==> src/rtl/fadd_wb_buffer.sv <==
// Writeback buffer behind the FP adder: a small result FIFO toward the register
// file plus per-warp sticky fflags that the warp scheduler can read and clear.

module fadd_wb_flag_slot (
  input  logic       clk,
  input  logic       rst_n,
  input  logic       set_en,
  input  logic [4:0] set_flags,
  input  logic       clr,
  output logic [4:0] flags
);
  // Clear takes effect before the OR, so a same-cycle push survives the clear.
  always_ff @(posedge clk or negedge rst_n) begin
    if (!rst_n)      flags <= '0;
    else if (clr)    flags <= set_en ? set_flags : 5'd0;
    else if (set_en) flags <= flags | set_flags;
  end
endmodule

module fadd_wb_buffer #(
  parameter  int EXPWIDTH   = 5,
  parameter  int PRECISION  = 3,
  parameter  int DEPTH_WARP = 4,
  parameter  int FIFO_DEPTH = 4,
  localparam int DW         = EXPWIDTH + PRECISION + 1,
  localparam int NUM_WARP   = 2 ** DEPTH_WARP,
  localparam int CW         = $clog2(FIFO_DEPTH) + 1
) (
  input  logic                  clk,
  input  logic                  rst_n,
  input  logic                  in_valid_i,
  output logic                  in_ready_o,
  input  logic [DW-1:0]         in_result_i,
  input  logic [4:0]            in_fflags_i,
  input  logic [7:0]            in_reg_idxw_i,
  input  logic [DEPTH_WARP-1:0] in_warpid_i,
  output logic                  out_valid_o,
  input  logic                  out_ready_i,
  output logic [DW-1:0]         out_result_o,
  output logic [7:0]            out_reg_idxw_o,
  output logic [DEPTH_WARP-1:0] out_warpid_o,
  input  logic                  clr_valid_i,
  input  logic [DEPTH_WARP-1:0] clr_warpid_i,
  input  logic [DEPTH_WARP-1:0] rd_warpid_i,
  output logic [4:0]            rd_fflags_o,
  output logic [CW-1:0]         count_o
);
  localparam int AW = $clog2(FIFO_DEPTH);

  typedef struct packed {
    logic [DW-1:0]         result;
    logic [7:0]            reg_idxw;
    logic [DEPTH_WARP-1:0] warpid;
  } entry_t;

  entry_t        mem [FIFO_DEPTH];
  entry_t        head;
  logic [AW-1:0] wr_ptr, rd_ptr;
  logic [CW-1:0] count;
  logic          push, pop;

  // Ready comes only from registered occupancy: no full-bypass on a same-cycle pop.
  assign in_ready_o  = rst_n && (count < CW'(FIFO_DEPTH));
  assign out_valid_o = (count != '0);
  assign push        = in_valid_i && in_ready_o;
  assign pop         = out_valid_o && out_ready_i;
  assign count_o     = count;

  assign head           = mem[rd_ptr];
  assign out_result_o   = head.result;
  assign out_reg_idxw_o = head.reg_idxw;
  assign out_warpid_o   = head.warpid;

  always_ff @(posedge clk or negedge rst_n) begin
    if (!rst_n) begin
      wr_ptr <= '0;
      rd_ptr <= '0;
      count  <= '0;
      for (int i = 0; i < FIFO_DEPTH; i++) mem[i] <= '0;
    end else begin
      if (push) begin
        mem[wr_ptr] <= '{result: in_result_i, reg_idxw: in_reg_idxw_i, warpid: in_warpid_i};
        wr_ptr      <= wr_ptr + AW'(1);
      end
      if (pop) rd_ptr <= rd_ptr + AW'(1);
      if (push && !pop)      count <= count + CW'(1);
      else if (pop && !push) count <= count - CW'(1);
    end
  end

  logic [NUM_WARP-1:0][4:0] acc;

  for (genvar w = 0; w < NUM_WARP; w++) begin : g_warp
    fadd_wb_flag_slot u_slot (
      .clk       (clk),
      .rst_n     (rst_n),
      .set_en    (push && (in_warpid_i == DEPTH_WARP'(w))),
      .set_flags (in_fflags_i),
      .clr       (clr_valid_i && (clr_warpid_i == DEPTH_WARP'(w))),
      .flags     (acc[w])
    );
  end

  // Registered read returns the value held before this edge's updates.
  always_ff @(posedge clk or negedge rst_n) begin
    if (!rst_n) rd_fflags_o <= '0;
    else        rd_fflags_o <= acc[rd_warpid_i];
  end
endmodule

==> config.mk <==
export PLATFORM = sky130hd
export DESIGN_NAME = fadd_wb_buffer
export DESIGN_NICKNAME = d
export VERILOG_FILES = /design/src/rtl/fadd_wb_buffer.sv
export SDC_FILE = /design/constraint.sdc
export NUM_CORES = 1
export LEC_CHECK = 0
export CORE_MARGIN = 4
export CORE_UTILIZATION = 52
export CTS_CLUSTER_DIAMETER = 120
export DETAILED_ROUTE_END_ITERATION = 12
export HOLD_SLACK_MARGIN = 0.1
export PLACE_DENSITY = 0.76
export SLEW_MARGIN = 20
export SYNTH_ARGS = -nofsm -noshare
export SYNTH_HDL_FRONTEND = slang
export SYNTH_HIERARCHICAL = 1
export SYNTH_SLANG_ARGS = --single-unit
==> constraint.sdc <==
create_clock -name clk -period 2.12 [get_ports clk]
set_input_delay 0.318 -clock clk [delete_from_list [all_inputs] [get_ports clk]]
set_output_delay 0.318 -clock clk [all_outputs]
set_load 0.02 [all_outputs]
# Yosys cells after proc, flatten, opt, wreduce, memory -nomap -nowiden
# Index checks and enable logic that the tools add are counted.
[word_totals] reg_bits=176 rom_bits=0 elab_cells=207 input_bits=39 latch_bits=0 memories=0 output_inout_bits=31 ram_bits=0
[classes] n_reduce_logical=60 magnitude_cmp=5 eq_ne=30 div_mod_pow=0 bitwise=18 mux=58 add_sub_neg=4 shift=0 mul=0
[op_table] cell="$mux 5" count=49
[op_table] cell="$bwmux 84" count=1
[op_table] cell="$or 5x5->5" count=16
[op_table] cell="$eq 4x4->1 const B" count=16
[op_table] cell="$mux 21" count=3
[op_table] cell="$bmux 21 s2" count=1
[op_table] cell="$demux 21 s2" count=1
[op_table] cell="$logic_and 1x1->1" count=38
[op_table] cell="$reduce_bool 2->1" count=17
[op_table] cell="$eq 4x3->1 const B" count=8
[op_table] cell="$bmux 5 s4" count=1
[op_table] cell="$eq 4x2->1 const B" count=4
[op_table] cell="$eq 4x1->1 const B" count=2
[op_table] cell="$logic_not 4->1" count=2
[op_table] cell="$ge 3x3->1 const B" count=2
[op_table] cell="$mux 3" count=2
[op_table] cell="$not 2->3" count=2
[op_table] cell="$lt 4x5->1 const B" count=1
[op_table] cell="$add 2x1->2 const B" count=2
[op_table] cell="$add 3x1->3 const B" count=1
[op_table] cell="$lt 3x1->1 const B" count=1
[op_table] cell="$lt 3x3->1 const B" count=1
[op_table] cell="$reduce_bool 3->1" count=1
[op_table] cell="$sub 3x1->3 const B" count=1
[op_table] cell="$logic_not 1->1" count=2

# Depth between registers and ports, before layout
# Gate-level depths: netlist of the first run.
[depth] ltp_word=7 mapped_depth=8

# Cells and area by module
# The synthesis of the first run kept the hierarchy.
[by_module_without_submodules] module="fadd_wb_buffer" seq_area_each_um2=2402.3 area_each_um2=5147.4 cells_each=339 instances=1
[by_module_without_submodules] module="fadd_wb_flag_slot" seq_area_each_um2=125.1 area_each_um2=187.7 cells_each=20 instances=16

# Least setup slack after synthesis of the first run
# Ideal clock, no wire load.
[synth_path] path_type="register to register" startpoint="register count[2], in the netlist count_o[2]" endpoint="register count[2], in the netlist count_o[2]" setup_ns=0.080 path_buffers=0 stages_incl_launch_ff=9 slack_ns=-0.117 required_ns=2.040 period_less_slack_ns=2.237 arrival_time_ns=2.157 path_cell_list="dfrtp_1 or3_2 nand2_1 ha_1 inv_1 fa_1 xor2_1 nor2_1 xor2_1"
[synth_between] elab_cells_between_ends=14 classes_between="add/sub (2); order compare (1); mux (2); reduce/logical (9)"
[synth_lines] item="from (decl)" line_no="59" text="logic [CW-1:0] count;"
[synth_lines] item="from (signal assigned)" line_no="86" text="if (push && !pop) count <= count + CW'(1);"
[synth_lines] item="from (signal assigned)" line_no="87" text="else if (pop && !push) count <= count - CW'(1);"
[synth_lines] item="$reduce_bool 3->1 (*)" line_no="64" text="assign out_valid_o = (count != '0);"
[synth_lines] item="named net out_valid_o" line_no="37" text="output logic out_valid_o,"
[synth_lines] item="$logic_and 1x1->1 (*)" line_no="66" text="assign pop = out_valid_o && out_ready_i;"
[synth_lines] item="$logic_not 1->1" line_no="86"
[synth_lines] item="$logic_and 1x1->1" line_no="86"
[synth_lines] item="$mux 3 or $reduce_bool 2->1 (tied branches)"
# Mark *: on every way through the listed nets, which the timed path passes. The rest lies on a longest branch. The select of a mux whose other input is x is not followed.
# A chain may end at the register's enable or synchronous reset.

# Final worst setup path of the first run
[layout_path] startpoint="register rd_ptr[0]" endpoint="output port out_result_o[2]"
[layout_between] elab_chain_cells=4
[layout_rtl] item="from (decl)" line_no="58" text="logic [AW-1:0] wr_ptr, rd_ptr;"
[layout_rtl] item="from (signal assigned)" line_no="85" text="if (pop) rd_ptr <= rd_ptr + AW'(1);"
[layout_rtl] item="$not 2->3 (not written as such)" line_no="69" text="assign head = mem[rd_ptr];"
[layout_rtl] item="$bmux 21 s2" line_no="69"
[layout_rtl] item="$mux 21 (not written as such) (2 in series)" line_no="69"
[layout_rtl] item="to (decl)" line_no="39" text="output logic [DW-1:0] out_result_o,"
# No other way between the ends. The select of a mux whose other input is x is not followed.

==> results.sh, run 1 <==
export IMPL_ys_ff_latch=176
export IMPL_timing_hold_ws_ns=0.4929
export IMPL_dieHeight_um=133.2
export IMPL_start_util_pct=53.42
export IMPL_dieArea_mm2=0.01774
export IMPL_cts_tree="built"
export IMPL_final_cells=996
export IMPL_crit_top_cell="buf_12"
export IMPL_dieWidth_um=133.2
export IMPL_cp_end_kind="output port"
export IMPL_rsz0062_at_grt="yes"
export IMPL_vias=5518
export IMPL_ioPinCount=70
export IMPL_crit_fanout=7
export IMPL_antenna_found_initial=0
export IMPL_cts_buffers=17
export IMPL_io_buffer_count=69
export IMPL_slew_violations=0
export IMPL_required_ns=1.80
export IMPL_async_flop_share_pct=100.0
export IMPL_max_vdd_ir_drop_mv=0.7894
export IMPL_placed_area_mm2=0.009395
export IMPL_fin_crit_ns=2.148
export IMPL_ctsHtreeMaxLevel=4
export IMPL_cts_sinks=176
export IMPL_path_clk_slew_ns=0.07
export IMPL_rows=45
export IMPL_dp_slack_ns=-0.05724
export IMPL_grt_pass1_vias=6064
export IMPL_grt_pass1_wl_um=31860
export IMPL_switching_share_pct=31.43
export IMPL_hpwl_um=13130
export IMPL_drive_above_1_share_pct=30.19
export IMPL_setup_viol=6
export IMPL_ys_flop_type="dfrtp_1"
export IMPL_drt_pass1_iter_count=5
export IMPL_n_fill_cell=1064
export IMPL_drc=0
export IMPL_critPathArrivalTime_ns=1.83
export IMPL_core_area_mm2=0.01526
export IMPL_tightest_slew_ns=0.8094
export IMPL_grt_start_max_net_pins=153
export IMPL_final_setup_worst_slack_ns=-0.02755
export IMPL_cap_viol_max_count=0
export IMPL_cts_root_buf="clkbuf_16"
export IMPL_synth_edf_count=0
export IMPL_powerDensity_mw_per_mm2=1350
export IMPL_clkPwrFrac_pct=23.5
export IMPL_syn_inst=659
export IMPL_fmax_mhz=465.6
export IMPL_hold_viol=0
export IMPL_ys_types=30
export IMPL_switching_power_uw=4251
export IMPL_hp_class="primary input to asynchronous set/reset pin"
export IMPL_grt_overflow=0
export IMPL_dp_cells=958
export IMPL_period_share_pct=101.3
export IMPL_worstPathCellList="buf_12, buf_12, mux4_2, buf_6"
export IMPL_p_int_uw=9275
export IMPL_status="complete, but fails checks"
export IMPL_grt_usage_pct=23.15
export IMPL_skew_ns=0.01072
export IMPL_drtAntennaViolNets=0
export IMPL_comb_power_share_pct=36.9
export IMPL_p_seq_share_pct=39.6
export IMPL_yosysWarnings=6
export IMPL_leakage_uw=0.004571
export IMPL_clk_path_buf_depth=2
export IMPL_drt_first_iter_violations=536
export IMPL_avgViaCountPerCell=5.540
export IMPL_area_growth_pct=22.94
export IMPL_critical_path_class="flip-flop to output port"
export IMPL_cp_slowest_cell="mux4_2"
export IMPL_synth_area_per_cell_um2=12.37
export IMPL_failed_checks="setup timing"
export IMPL_crit_path_start_kind="flip-flop"
export IMPL_synthesis_area_mm2=0.008150
export IMPL_cpPeakStageDelay_ns=0.52
export IMPL_synthesis_nets=704
export IMPL_routedWlPerCell_um=19.50
export IMPL_yosysSeqAreaShare_pct=54.04
export IMPL_place_gp_congestion=0.9042
export IMPL_slew_headroom_pct=46.04
export IMPL_num_nets_final=817
export IMPL_insertion_delay_ns=0.44
export IMPL_diodes=0
export IMPL_finalInstanceArea_mm2=0.01002
export IMPL_routed_wl_um=19420
-- per-layer routing --
| metal | global-route usage (%) | vias up | part of all wire, % |
|---|---|---|---|
| li1 | - | 2468 | - |
| met1 | 30.63 | 2808 | 41 |
| met2 | 38.01 | 201 | 51 |
| met3 | 4.834 | 41 | 6.1 |
| met4 | 8.857 | 0 | 2.2 |
| met5 | 0 | - | 0 |
-- state kept, by name (all words and copies together), names as in the netlist --
signal and cells:
count_o 3, g_warp.u_slot/flags 80, mem 84, rd_fflags_o 5, rd_ptr 2, wr_ptr 2
-- logic make-up after synthesis --
group / Yosys count / share of synthesized area (%)
XOR/XNOR: 6 / 0.6448
AO/OA/AOI/OAI: 86 / 5.435
multiplexers: 126 / 24.92
adder cells (fa/ha/maj): 6 / 1.013
flip-flops: 176 / 54.04
AND/OR/NAND/NOR: 155 / 8.413
buffers and inverters: 104 / 5.542
-- area by class of cell --
type	instances	area [µm²]	share of cell area [%]
Inverter	83	311.5	3.109
Sequential cell	176	4405	43.97
Multi-Input combinational cell	379	3313	33.07
Clock inverter	14	165.2	1.648
Clock buffer	18	429.2	4.283
Tap cell	211	264.0	2.635
Timing Repair Buffer	115	1131	11.29
-- final timing paths --
| check | to | slack [ns] | depth (start not counted) | start |
|---|---|---|---|---|
| max | out_result_o[2] | -0.03 | 4 | rd_ptr[0] |
| min | mem[55] | 0.49 | 3 | rst_n |
| max reg2reg | count_o[2] | 0.12 | 8 | count_o[0] |
| min reg2reg | mem[13] | 0.50 | 1 | mem[13] |
| max in group asynchronous | rd_ptr[0] | 0.88 | 3 | rst_n |
| min in group clk | mem[13] | 0.50 | 1 | mem[13] |
-- what timing repair did --
action,CTS,global route
gates resized for setup,84,23
hold endpoints to repair,24,0
setup buffers,3,2
hold buffers,1,0
endpoints found under the setup margin,22,21
cloned,1,0
pin swaps,0,3
-- critical path, delay by kind of cell, from the launching register on --
family                 cells  cell delay [ns]
multiplexers               1             0.52
flip-flops                 1             0.44
buffers and inverters      3             0.42
-- synthesized netlist by cell type, types with 6 or more instances --
library cell / instances / area [µm²]
inv_1: 83 / 311.6
mux4_2: 41 / 923.4
mux2_2: 45 / 506.7
nand2_1: 91 / 341.6
nor2_1: 26 / 97.59
nor3_1: 7 / 35.03
nand3_1: 13 / 65.06
buf_2: 7 / 35.03
mux2_4: 40 / 600.6
o21ai_0: 81 / 405.4
dfrtp_1: 176 / 4404
buf_6: 6 / 67.56
-- per-stage QoR --
stage / setup TNS, ns / total power [µW] / util, %
after floorplan: 0 / 8412 / -
after global placement: -0.008910 / 10180 / 61.57
after detailed placement: -0.3125 / 10440 / 61.57
after CTS: -0.3228 / 13550 / 65.65
after global routing: -0.3557 / 14210 / 65.67
final: -0.1198 / 13530 / 65.67
-- placed cells by master, fill, tap and decap left out, types with 7 or more instances in the layout --
cell type and instances:
inv_1 83, buf_2 15, buf_4 32, nor2_1 25, mux4_2 41, mux2_2 45, buf_6 7, clkdlybuf4s50_1 45
nand3_1 13, nand2_1 90, o21ai_0 81, nor3_1 7, mux2_4 40, dfrtp_1 175, clkbuf_16 17, buf_12 12
-- power groups by stage --
stage	clock network, µW	registers (µW)	logic (µW)
floorplan	0	5180	3230
global placement	0	5260	4920
detailed placement	0	5370	5080
CTS	3220	5340	4990
global route	3360	5500	5360
finish	3180	5350	5000
Power figures use the tool's default switching activity.
==> run 2, diff against run 1 <==
- HOLD_SLACK_MARGIN: 0.1 -> 0.05
==> results of run 2 <==
Final layout, timing and power as in run 1 (identical DEF).
